`config.mk`:
```
export PLATFORM = sky130hd
export DESIGN_NAME = i2c_slave
export DESIGN_NICKNAME = d
export VERILOG_FILES = /design/src/rtl/i2c_pkg.sv /design/src/rtl/i2c_sync_edge.sv /design/src/rtl/i2c_slave.sv
export SDC_FILE = /design/constraint.sdc
export NUM_CORES = 1
export LEC_CHECK = 0
export ABC_AREA = 1
export ABC_CLOCK_PERIOD_IN_PS = 2500
export CORE_MARGIN = 1
export CORE_UTILIZATION = 40
export CTS_CLUSTER_SIZE = 14
export DETAILED_ROUTE_END_ITERATION = 12
export PLACE_DENSITY = 0.66
export SKIP_LAST_GASP = 1
export SLEW_MARGIN = 10
export SYNTH_ARGS = -nofsm -noshare
export SYNTH_HDL_FRONTEND = slang
export SYNTH_SLANG_ARGS = --single-unit
```
`constraint.sdc`:
```
create_clock -name clk -period 2.5 [get_ports clk]
set_input_delay 0.375 -clock clk [delete_from_list [all_inputs] [get_ports clk]]
set_output_delay 0.375 -clock clk [all_outputs]
set_load 0.02 [all_outputs]
```
`src/rtl/i2c_pkg.sv`:
```
// Shared I2C slave definitions: FSM state encoding and ACK/NACK bus levels.
package i2c_pkg;

    typedef enum logic [2:0] {
        ST_IDLE      = 3'd0,
        ST_ADDR      = 3'd1,
        ST_ADDR_ACK  = 3'd2,
        ST_WR_DATA   = 3'd3,
        ST_WR_ACK    = 3'd4,
        ST_RD_DATA   = 3'd5,
        ST_RD_ACK    = 3'd6,
        ST_WAIT_STOP = 3'd7
    } state_t;

    localparam logic I2C_ACK  = 1'b0;
    localparam logic I2C_NACK = 1'b1;

    function automatic logic addr_hit(input logic [7:0] addr_byte, input logic [6:0] addr);
        return addr_byte[7:1] == addr;
    endfunction

endpackage

```
`src/rtl/i2c_sync_edge.sv`:
```
// Multi-flop synchronizer for one asynchronous bus line plus a one-flop edge detector.
module i2c_sync_edge #(
    parameter int STAGES = 2
) (
    input  logic clk,
    input  logic reset,
    input  logic line_in,
    output logic level,
    output logic rise,
    output logic fall
);

    logic [STAGES-1:0] sync_q;
    logic              prev_q;

    // Reset to 1 so an idle (pulled-up) bus produces no edges after reset.
    always_ff @(posedge clk or negedge reset) begin
        if (!reset) begin
            sync_q <= '1;
            prev_q <= 1'b1;
        end else begin
            sync_q[0] <= line_in;
            for (int i = 1; i < STAGES; i++) begin
                sync_q[i] <= sync_q[i-1];
            end
            prev_q <= sync_q[STAGES-1];
        end
    end

    assign level = sync_q[STAGES-1];
    assign rise  = level & ~prev_q;
    assign fall  = ~level & prev_q;

endmodule

```
`src/rtl/i2c_slave.sv`:
```
// I2C slave with 7-bit address: byte writes to rx_data, byte reads from tx_data, no clock stretching.
//
// state        | meaning
// -------------+-----------------------------------------------------------
// ST_IDLE      | bus idle or after STOP, waiting for START
// ST_ADDR      | shifting in 7-bit address plus R/W bit
// ST_ADDR_ACK  | driving ACK for a matched address
// ST_WR_DATA   | shifting in a byte from the master
// ST_WR_ACK    | driving ACK for a received byte
// ST_RD_DATA   | shifting out a byte to the master
// ST_RD_ACK    | sampling the master's ACK/NACK after a read byte
// ST_WAIT_STOP | not addressed or master NACKed; ignore bus until START/STOP
module i2c_slave
    import i2c_pkg::*;
#(
    parameter logic [6:0] SLAVE_ADDR  = 7'h42,
    parameter int         SYNC_STAGES = 2
) (
    input  logic       clk,
    input  logic       reset,
    input  logic       scl_in,
    input  logic       sda_in,
    output logic       sda_oe,
    output logic [7:0] rx_data,
    output logic       rx_valid,
    input  logic [7:0] tx_data,
    output logic       tx_req,
    output logic       busy
);

    logic scl, scl_rise, scl_fall;
    logic sda, sda_rise, sda_fall;
    logic start_det, stop_det;

    i2c_sync_edge #(.STAGES(SYNC_STAGES)) u_scl_sync (
        .clk     (clk),
        .reset   (reset),
        .line_in (scl_in),
        .level   (scl),
        .rise    (scl_rise),
        .fall    (scl_fall)
    );

    i2c_sync_edge #(.STAGES(SYNC_STAGES)) u_sda_sync (
        .clk     (clk),
        .reset   (reset),
        .line_in (sda_in),
        .level   (sda),
        .rise    (sda_rise),
        .fall    (sda_fall)
    );

    assign start_det = sda_fall & scl;
    assign stop_det  = sda_rise & scl;

    state_t     state_q, state_d;
    logic [2:0] cnt_q, cnt_d;
    logic [7:0] shift_q, shift_d;
    logic [7:0] shift_in;
    logic       rw_q, rw_d;
    logic       ack_q, ack_d;
    logic       oe_q, oe_d;
    logic [7:0] rx_data_q, rx_data_d;
    logic       rx_valid_q, rx_valid_d;
    logic       tx_req_q, tx_req_d;
    logic       busy_q, busy_d;

    always_ff @(posedge clk or negedge reset) begin
        if (!reset) begin
            state_q    <= ST_IDLE;
            cnt_q      <= '0;
            shift_q    <= '0;
            rw_q       <= 1'b0;
            ack_q      <= 1'b0;
            oe_q       <= 1'b0;
            rx_data_q  <= '0;
            rx_valid_q <= 1'b0;
            tx_req_q   <= 1'b0;
            busy_q     <= 1'b0;
        end else begin
            state_q    <= state_d;
            cnt_q      <= cnt_d;
            shift_q    <= shift_d;
            rw_q       <= rw_d;
            ack_q      <= ack_d;
            oe_q       <= oe_d;
            rx_data_q  <= rx_data_d;
            rx_valid_q <= rx_valid_d;
            tx_req_q   <= tx_req_d;
            busy_q     <= busy_d;
        end
    end

    assign shift_in = {shift_q[6:0], sda};

    // ack_q marks the second half of an ACK slot: in the ACK states it means SDA
    // is already pulled, in ST_RD_ACK it means the master ACKed and a reload is due.
    always_comb begin
        state_d    = state_q;
        cnt_d      = cnt_q;
        shift_d    = shift_q;
        rw_d       = rw_q;
        ack_d      = ack_q;
        oe_d       = oe_q;
        rx_data_d  = rx_data_q;
        rx_valid_d = 1'b0;
        tx_req_d   = 1'b0;
        busy_d     = busy_q;

        if (stop_det) begin
            state_d = ST_IDLE;
            cnt_d   = '0;
            ack_d   = 1'b0;
            oe_d    = 1'b0;
            busy_d  = 1'b0;
        end else if (start_det) begin
            state_d = ST_ADDR;
            cnt_d   = '0;
            ack_d   = 1'b0;
            oe_d    = 1'b0;
            busy_d  = 1'b0;
        end else begin
            case (state_q)
                ST_ADDR: begin
                    if (scl_rise) begin
                        shift_d = shift_in;
                        cnt_d   = cnt_q + 3'd1;
                        if (cnt_q == 3'd7) begin
                            cnt_d = '0;
                            if (addr_hit(shift_in, SLAVE_ADDR)) begin
                                state_d  = ST_ADDR_ACK;
                                rw_d     = sda;
                                busy_d   = 1'b1;
                                tx_req_d = sda;
                            end else begin
                                state_d = ST_WAIT_STOP;
                            end
                        end
                    end
                end
                ST_ADDR_ACK, ST_WR_ACK: begin
                    if (scl_fall) begin
                        if (!ack_q) begin
                            ack_d = 1'b1;
                            oe_d  = ~I2C_ACK;
                        end else begin
                            ack_d = 1'b0;
                            oe_d  = 1'b0;
                            cnt_d = '0;
                            if (state_q == ST_ADDR_ACK && rw_q) begin
                                state_d = ST_RD_DATA;
                                shift_d = tx_data;
                                oe_d    = ~tx_data[7];
                            end else begin
                                state_d = ST_WR_DATA;
                            end
                        end
                    end
                end
                ST_WR_DATA: begin
                    if (scl_rise) begin
                        shift_d = shift_in;
                        cnt_d   = cnt_q + 3'd1;
                        if (cnt_q == 3'd7) begin
                            cnt_d      = '0;
                            rx_data_d  = shift_in;
                            rx_valid_d = 1'b1;
                            state_d    = ST_WR_ACK;
                        end
                    end
                end
                ST_RD_DATA: begin
                    if (scl_fall) begin
                        if (cnt_q == 3'd7) begin
                            cnt_d   = '0;
                            oe_d    = 1'b0;
                            ack_d   = 1'b0;
                            state_d = ST_RD_ACK;
                        end else begin
                            shift_d = {shift_q[6:0], shift_q[7]};
                            oe_d    = ~shift_q[6];
                            cnt_d   = cnt_q + 3'd1;
                        end
                    end
                end
                ST_RD_ACK: begin
                    if (scl_rise && !ack_q) begin
                        if (sda == I2C_ACK) begin
                            tx_req_d = 1'b1;
                            ack_d    = 1'b1;
                        end else begin
                            state_d = ST_WAIT_STOP;
                            busy_d  = 1'b0;
                        end
                    end else if (scl_fall && ack_q) begin
                        ack_d   = 1'b0;
                        cnt_d   = '0;
                        shift_d = tx_data;
                        oe_d    = ~tx_data[7];
                        state_d = ST_RD_DATA;
                    end
                end
                default: ;
            endcase
        end
    end

    assign sda_oe   = oe_q;
    assign rx_data  = rx_data_q;
    assign rx_valid = rx_valid_q;
    assign tx_req   = tx_req_q;
    assign busy     = busy_q;

endmodule

```
Word-level counts from Yosys, hierarchy flattened:

Index checks and enable logic that the tools add are counted.

* add/subtract/negate cells: 1
* multipliers: 0
* div/mod/pow operators: 0
* order comparisons: 0
* eq/ne operators: 33
* shift operators: 0
* multiplexer cells: 76
* bitwise operators: 14
* reduce and logical (&&, ||, !) cells: 19

Operators by type and width (number)
* two-way mux 3 bit: 24
* two-way mux 8 bit: 8
* inequality test 4 bit, second input constant: 12
* two-way mux 1 bit: 37
* one-hot mux 8 bit (4 select lines): 1
* AND reduction 11 bit: 2
* AND reduction 6 bit: 3
* one-hot mux 3 bit (5 select lines): 1
* inequality test 2 bit, second input constant: 7
* equality test 3 bit, second input constant: 4
* one-hot mux 3 bit (4 select lines): 1
* inequality test 5 bit, second input constant: 2
* AND reduction 5 bit: 2
* inverter 1 bit: 8
* nonzero test 4 bit: 2
* equality test 7 bit, second input constant: 1
* AND reduction 7 bit: 1
* nonzero test 7 bit: 1
* AND 1 bit: 6
* equality test 3 x 2 -> 1 bit, second input constant: 2
* one-hot mux 1 bit (3 select lines): 2
* nonzero test 6 bit: 1
* inequality test 5 x 4 -> 1 bit, second input constant: 1
* nonzero test 5 bit: 1
* other kinds (9): 13

* register bits: 34
* latch bits: 0
* memory bits (writable): 0
* ROM bits: 0
* bits of input ports: 12
* output and inout port bits: 12
* logic and storage cells: 157
* memories kept: 0

Logic depth before layout (Yosys ltp):

* word-level depth: 8
* depth in mapped cells: 12
* mapped depth without buffers: 11

Cells and area by module:

From an unflattened synthesis, not the netlist that was laid out.

* cell total of the unflattened synthesis: 283
* area total of the unflattened synthesis: 2143.3 um^2

By module, submodules not included
* i2c_slave: times used 1, cells each 269, area each 1955.6 um^2
* i2c_sync_edge: times used 2, cells each 7, area each 93.8 um^2

Worst setup path after synthesis:

No wires, ideal clock.

* path kind: register to register
* start point: reg cnt_q[0]
* end point: reg shift_q[0]
* setup time: 117 ps
* arrival time: 1414 ps
* data required time: 2383 ps
* path slack: 968 ps
* stages on the path, launching flop included: 9
* path buffers: 0
* path through: dfrtp_1 > ha_1 > ha_1 > o21ai_2 > nand3_2 > nor2_8 > nand2_4 > nand2_1 > nand2_1

* word-level cells in the longest chain between the ends: 3

RTL lines
* start: declaration: RTL line i2c_slave.sv:57 `logic [2:0] cnt_q, cnt_d;`
* start signal: assignment: RTL line i2c_slave.sv:82 `cnt_q <= cnt_d;`
* equality test 3 bit: RTL line i2c_slave.sv:174 `if (cnt_q == 3'd7) begin`
* inequality test 2 bit (no line)
* AND reduction 11 bit (no line)
* end signal: assignment: RTL line i2c_slave.sv:83 `shift_q <= shift_d;`
* end: declaration: RTL line i2c_slave.sv:58 `logic [7:0] shift_q, shift_d;`

Every way passes these cells.
A chain may end at the register's enable or synchronous reset.

Final worst setup path:

* start point: reg u_sda_sync.sync_q[1]
* end point: reg rx_data_q[3], in the netlist rx_data[3]

* word-level cells in the longest chain between the ends: 5
* elaborated cells on any way between the ends: 8
* those cells by class: bitwise (7); reduce/logical (1)

RTL lines
* start: declaration: RTL line i2c_sync_edge.sv:13 `logic [STAGES-1:0] sync_q;`
* start signal: indexed assignment: RTL line i2c_sync_edge.sv:24 `sync_q[i] <= sync_q[i-1];`
* inverter 1 bit: RTL line i2c_sync_edge.sv:32 `assign fall = ~level & prev_q;`
* AND 1 bit: RTL line i2c_sync_edge.sv:32
* AND 1 bit: RTL line i2c_slave.sv:53 `assign start_det = sda_fall & scl;`
* inverter 1 bit (no line)
* AND reduction 5 bit (no line) (*)
* end signal: assignment: RTL line i2c_slave.sv:87 `rx_data_q <= rx_data_d;`
* end: declaration: RTL line i2c_slave.sv:63 `logic [7:0] rx_data_q, rx_data_d;`

Every way passes the cells marked *; elsewhere a longest branch is shown, timed or not.

==> results.txt <==
- Number of iterations in the first detailed-routing pass: 4
- Max-cap violations: 0
- Worst-margin pin slew: 0.4817 ns
- Port-buffer cells: 23
- Synth Register Bits: 34
- STA classifies the critical path startpoint as a flop.
* Height of the die: 73.34 um
- The min-delay analysis places its worst path in the category reg2reg.
* Net Switching: roughly 1.3 mW
- Across the VDD grid, the largest voltage drop is 0.5870 mV.
- The first global-routing pass estimated 8017 um of wire.
* Number of clock sinks: 34
- Cell accounting for the most synthesized area: sky130_fd_sc_hd__dfrtp_1
- Layout cell share with drive strength beyond 1: 0.1556
* Number of CTS-inserted buffers: 5
- GRT Resource Usage Total: 0.2006
- For this block, the initial DRC count from the detailed router was 153.
* Wire length on met2: about 2100 um
- Weighted congestion at the end of routability-driven global placement: around 0.9
* Number of standard cells after synthesis: about 270
- Along the worst path, the maximum fanout reaches 20.
* Leakage: 1.252 nW
* Setup TNS after final layout: 0 ns
- Counting cells, the worst reg-to-reg path comes to 8.
- Setup slack of the most critical reg-to-reg path: 0.61 ns
* Beginning of the worst register-to-register path: u_sda_sync.sync_q[1]
* Vias post-DR: 1815
* Worst Hold Endpoint: u_sda_sync.sync_q[1]
* Critical path data arrival time: 2.07 ns
* Nets: 315
* Hold Path Depth: 0
- DR DRC count: 0
- Per-cell via count in the routed design: approximately 4.9
- Antenna Nets Post-Route: 0
- Std-Cell Rows: 25
- CTS built an H-tree with a depth of 2.
- Maximum number of buffers from clock root to sink: 2
- Count of final setup violators: 0
* Max Clock Skew: 0.005162 ns
* Combinational power share: 0.532
- Data required, critical path: 2.68 ns
- Buffers added to address setup during post-CTS repair amount to 0.
- Of the available clock period, the critical path in the final layout requires 0.7561.
- Total count of hold-check failures in the final report: 0
- In the final routed layout, each cell accounts on average for about 12 um.
* Endpoint of the lowest-slack register-to-register path: rx_data[3]
* IO Count: 24
- Initial cell density of the core: 0.4226
- Setup repair after global routing left no endpoint under its margin.
- Aggregate global routing overflow: 0
* Switching part of the total power: 0.4869
- The worst setup path is of the reg2reg kind.
- Post-synthesis cell area: 0.002036 sq mm
- The tightest hold path in the finished design has a slack of 0.3583 ns.
- The worst hold path begins at u_sda_sync.sync_q[0].
- After detailed routing, the wire length on met1 is 2129 um.
- Internal Power: 1.416 mW
* TritonCTS clock tree: done
* Placeable core region: around 0.0048 sq mm
- In the detailed route, the total length drawn on met3 is 232 um.
* Cell at the root of the clock tree: sky130_fd_sc_hd__clkbuf_8
- Syn_nets: ~290
* Status: finished clean
- Signal routing reaches up to met4.
* Post-cts repair resize count: 0
- Antenna violations before repair: 0
- Worst skew pair latency: 0.29 ns
* Average footprint of a synthesized cell: 7.430 sq um
* Library cells used by synthesis: 26
* Half-perimeter wire length after placement: 3448 um
* Maximum clock frequency: approximately 530 MHz
- Number of buffers inserted for hold repair after clock tree synthesis: 0
* Vias in the first global route: approximately 1700
- From synthesis to final layout, the design area changed by 18.62%.
- Dividing total power by cell area gives a power density of 1143 mW/mm^2.
* Routed wire length: between 4000 and 5000 um
* Die area: ~0.0054 sq mm
- After clock tree synthesis, the clock-pin slew on the worst setup and hold paths is 0.07 ns.
- Largest net degree at the start of global routing: 35
- Final period demand of the worst path: 1.890 ns
- The worst pin sits at a relative slew slack of 0.6789.
- Power share of the clock group: 0.156
- Portion of synthesized cell area occupied by the leading cell type: 0.3442
- The Yosys step of the flow raised 0 warnings.
- Synth area leaders: sky130_fd_sc_hd__dfrtp_1, sky130_fd_sc_hd__nand2_1, sky130_fd_sc_hd__nand3_1, sky130_fd_sc_hd__dfstp_2, sky130_fd_sc_hd__nor2_1
- Share of the yosys chip area belonging to registers: 0.4216
- Of the total power, registers draw 0.312.
* Max-slew violations: 0
- Measured along the x axis, the die boundary spans around 73 um.
* Layout filler cell count: 495
* Diode count: 0
- The worst setup path is captured at a flop.
## kinds of logic (layout without fill, tap and decap cells)
logic type                 Yosys count  after routing  synth area share
and+or+nand+nor                    188            188            0.4315
DFF                                 34             34            0.4216
buffers and inverters               30             58           0.06822
AOI/OAI and AO/OA                   19             19           0.06146
adders and majority gates            2              2           0.01229
muxes                                1              1          0.004917
## per-layer routing
metal / vias up / global-route usage
li1: 928 / -
met1: 834 / 0.2737
met2: 44 / 0.3138
met3: 9 / 0.03429
met4: 0 / 0.08761
met5: - / 0
## cells in the final DEF (no fill, tap or decap), drive strengths merged, types with 2 or more instances in the layout
cell,count
a21oi,4
dfstp,6
clkdlybuf4s50,23
buf,2
clkbuf,6
inv,25
o21ai,11
dfrtp,28
nor2,29
nand2,118
o211ai,2
ha,2
nand3,39
## area by class of cell
cell class,count,area (sq um),share of cell area
Inverter,25,93.84,0.03886
Tap cell,67,83.83,0.03471
Clock inverter,2,12.51,0.005181
Multi-Input combinational cell,210,1039,0.4301
Clock buffer,6,82.58,0.03420
Sequential cell,34,858.3,0.3554
Timing Repair Buffer,25,245.2,0.1016
## metrics by stage
step | worst slack (ns) | utilization | total power, mW | cell area, sq um | instances
after floorplan | 0.9685 | - | 2.018 | 2036 | 274
after global placement | 0.6590 | 0.4816 | 2.340 | 2320 | 361
after detailed placement | 0.6169 | 0.4816 | 2.340 | 2320 | 361
after CTS | 0.5864 | 0.5013 | 2.788 | 2415 | 369
after global routing | 0.4063 | 0.5013 | 3.049 | 2415 | 369
final | 0.6098 | 0.5013 | 2.759 | 2415 | 369
## power groups by stage
stage,Combinational (mW),Sequential [mW],Clock [mW]
finish,1.47,0.862,0.429
global route,1.69,0.889,0.472
CTS,1.48,0.865,0.446
detailed placement,1.47,0.875,0
global placement,1.46,0.876,0
floorplan,1.19,0.824,0
## Yosys cell counts (all sizes together)
cell / instances
dfstp: 6
dfrtp: 28
o211ai: 2
o221ai: 1
a21oi: 4
nor3: 1
a22oi: 1
o21ai: 11
nor2: 29
mux2i: 1
ha: 2
nand2: 118
buf: 5
nor4: 1
inv: 25
nand3: 39
## registers in the layout (all words and copies together), names as in the netlist
name,count
rx_data,8
busy,1
ack_q,1
u_scl_sync.prev_q,1
u_sda_sync.sync_q,2
rx_valid,1
sda_oe,1
rw_q,1
u_sda_sync.prev_q,1
u_scl_sync.sync_q,2
tx_req,1
cnt_q,3
shift_q,8
state_q,3
## worst max path at each step
| stage | slack (ns) | to | cells past startpoint | start |
|---|---|---|---|---|
| 6_report | 0.61 | rx_data[3] | 8 | u_sda_sync.sync_q[1] |
| 5_1_grt | 0.41 | rx_data[6] | 8 | u_sda_sync.sync_q[1] |
| 3_3_place_gp | 0.66 | rx_data[6] | 8 | u_sda_sync.sync_q[1] |
| 4_1_cts | 0.59 | rx_data[4] | 8 | u_sda_sync.sync_q[1] |
| 3_5_place_dp | 0.62 | rx_data[5] | 8 | u_sda_sync.sync_q[1] |
| 2_1_floorplan | 0.97 | shift_q[0] | 8 | cnt_q[0] |
## critical path: stages, from the launching register on
cell	delay, ns
sky130_fd_sc_hd__dfstp_2	0.60
sky130_fd_sc_hd__nand2_1	0.06
sky130_fd_sc_hd__nor2_1	0.16
sky130_fd_sc_hd__nor2_1	0.08
sky130_fd_sc_hd__buf_4	0.21
sky130_fd_sc_hd__nand2_1	0.34
sky130_fd_sc_hd__inv_1	0.18
sky130_fd_sc_hd__nand2_1	0.09
sky130_fd_sc_hd__nand2_1	0.05
(Power assumes the default switching activity.)
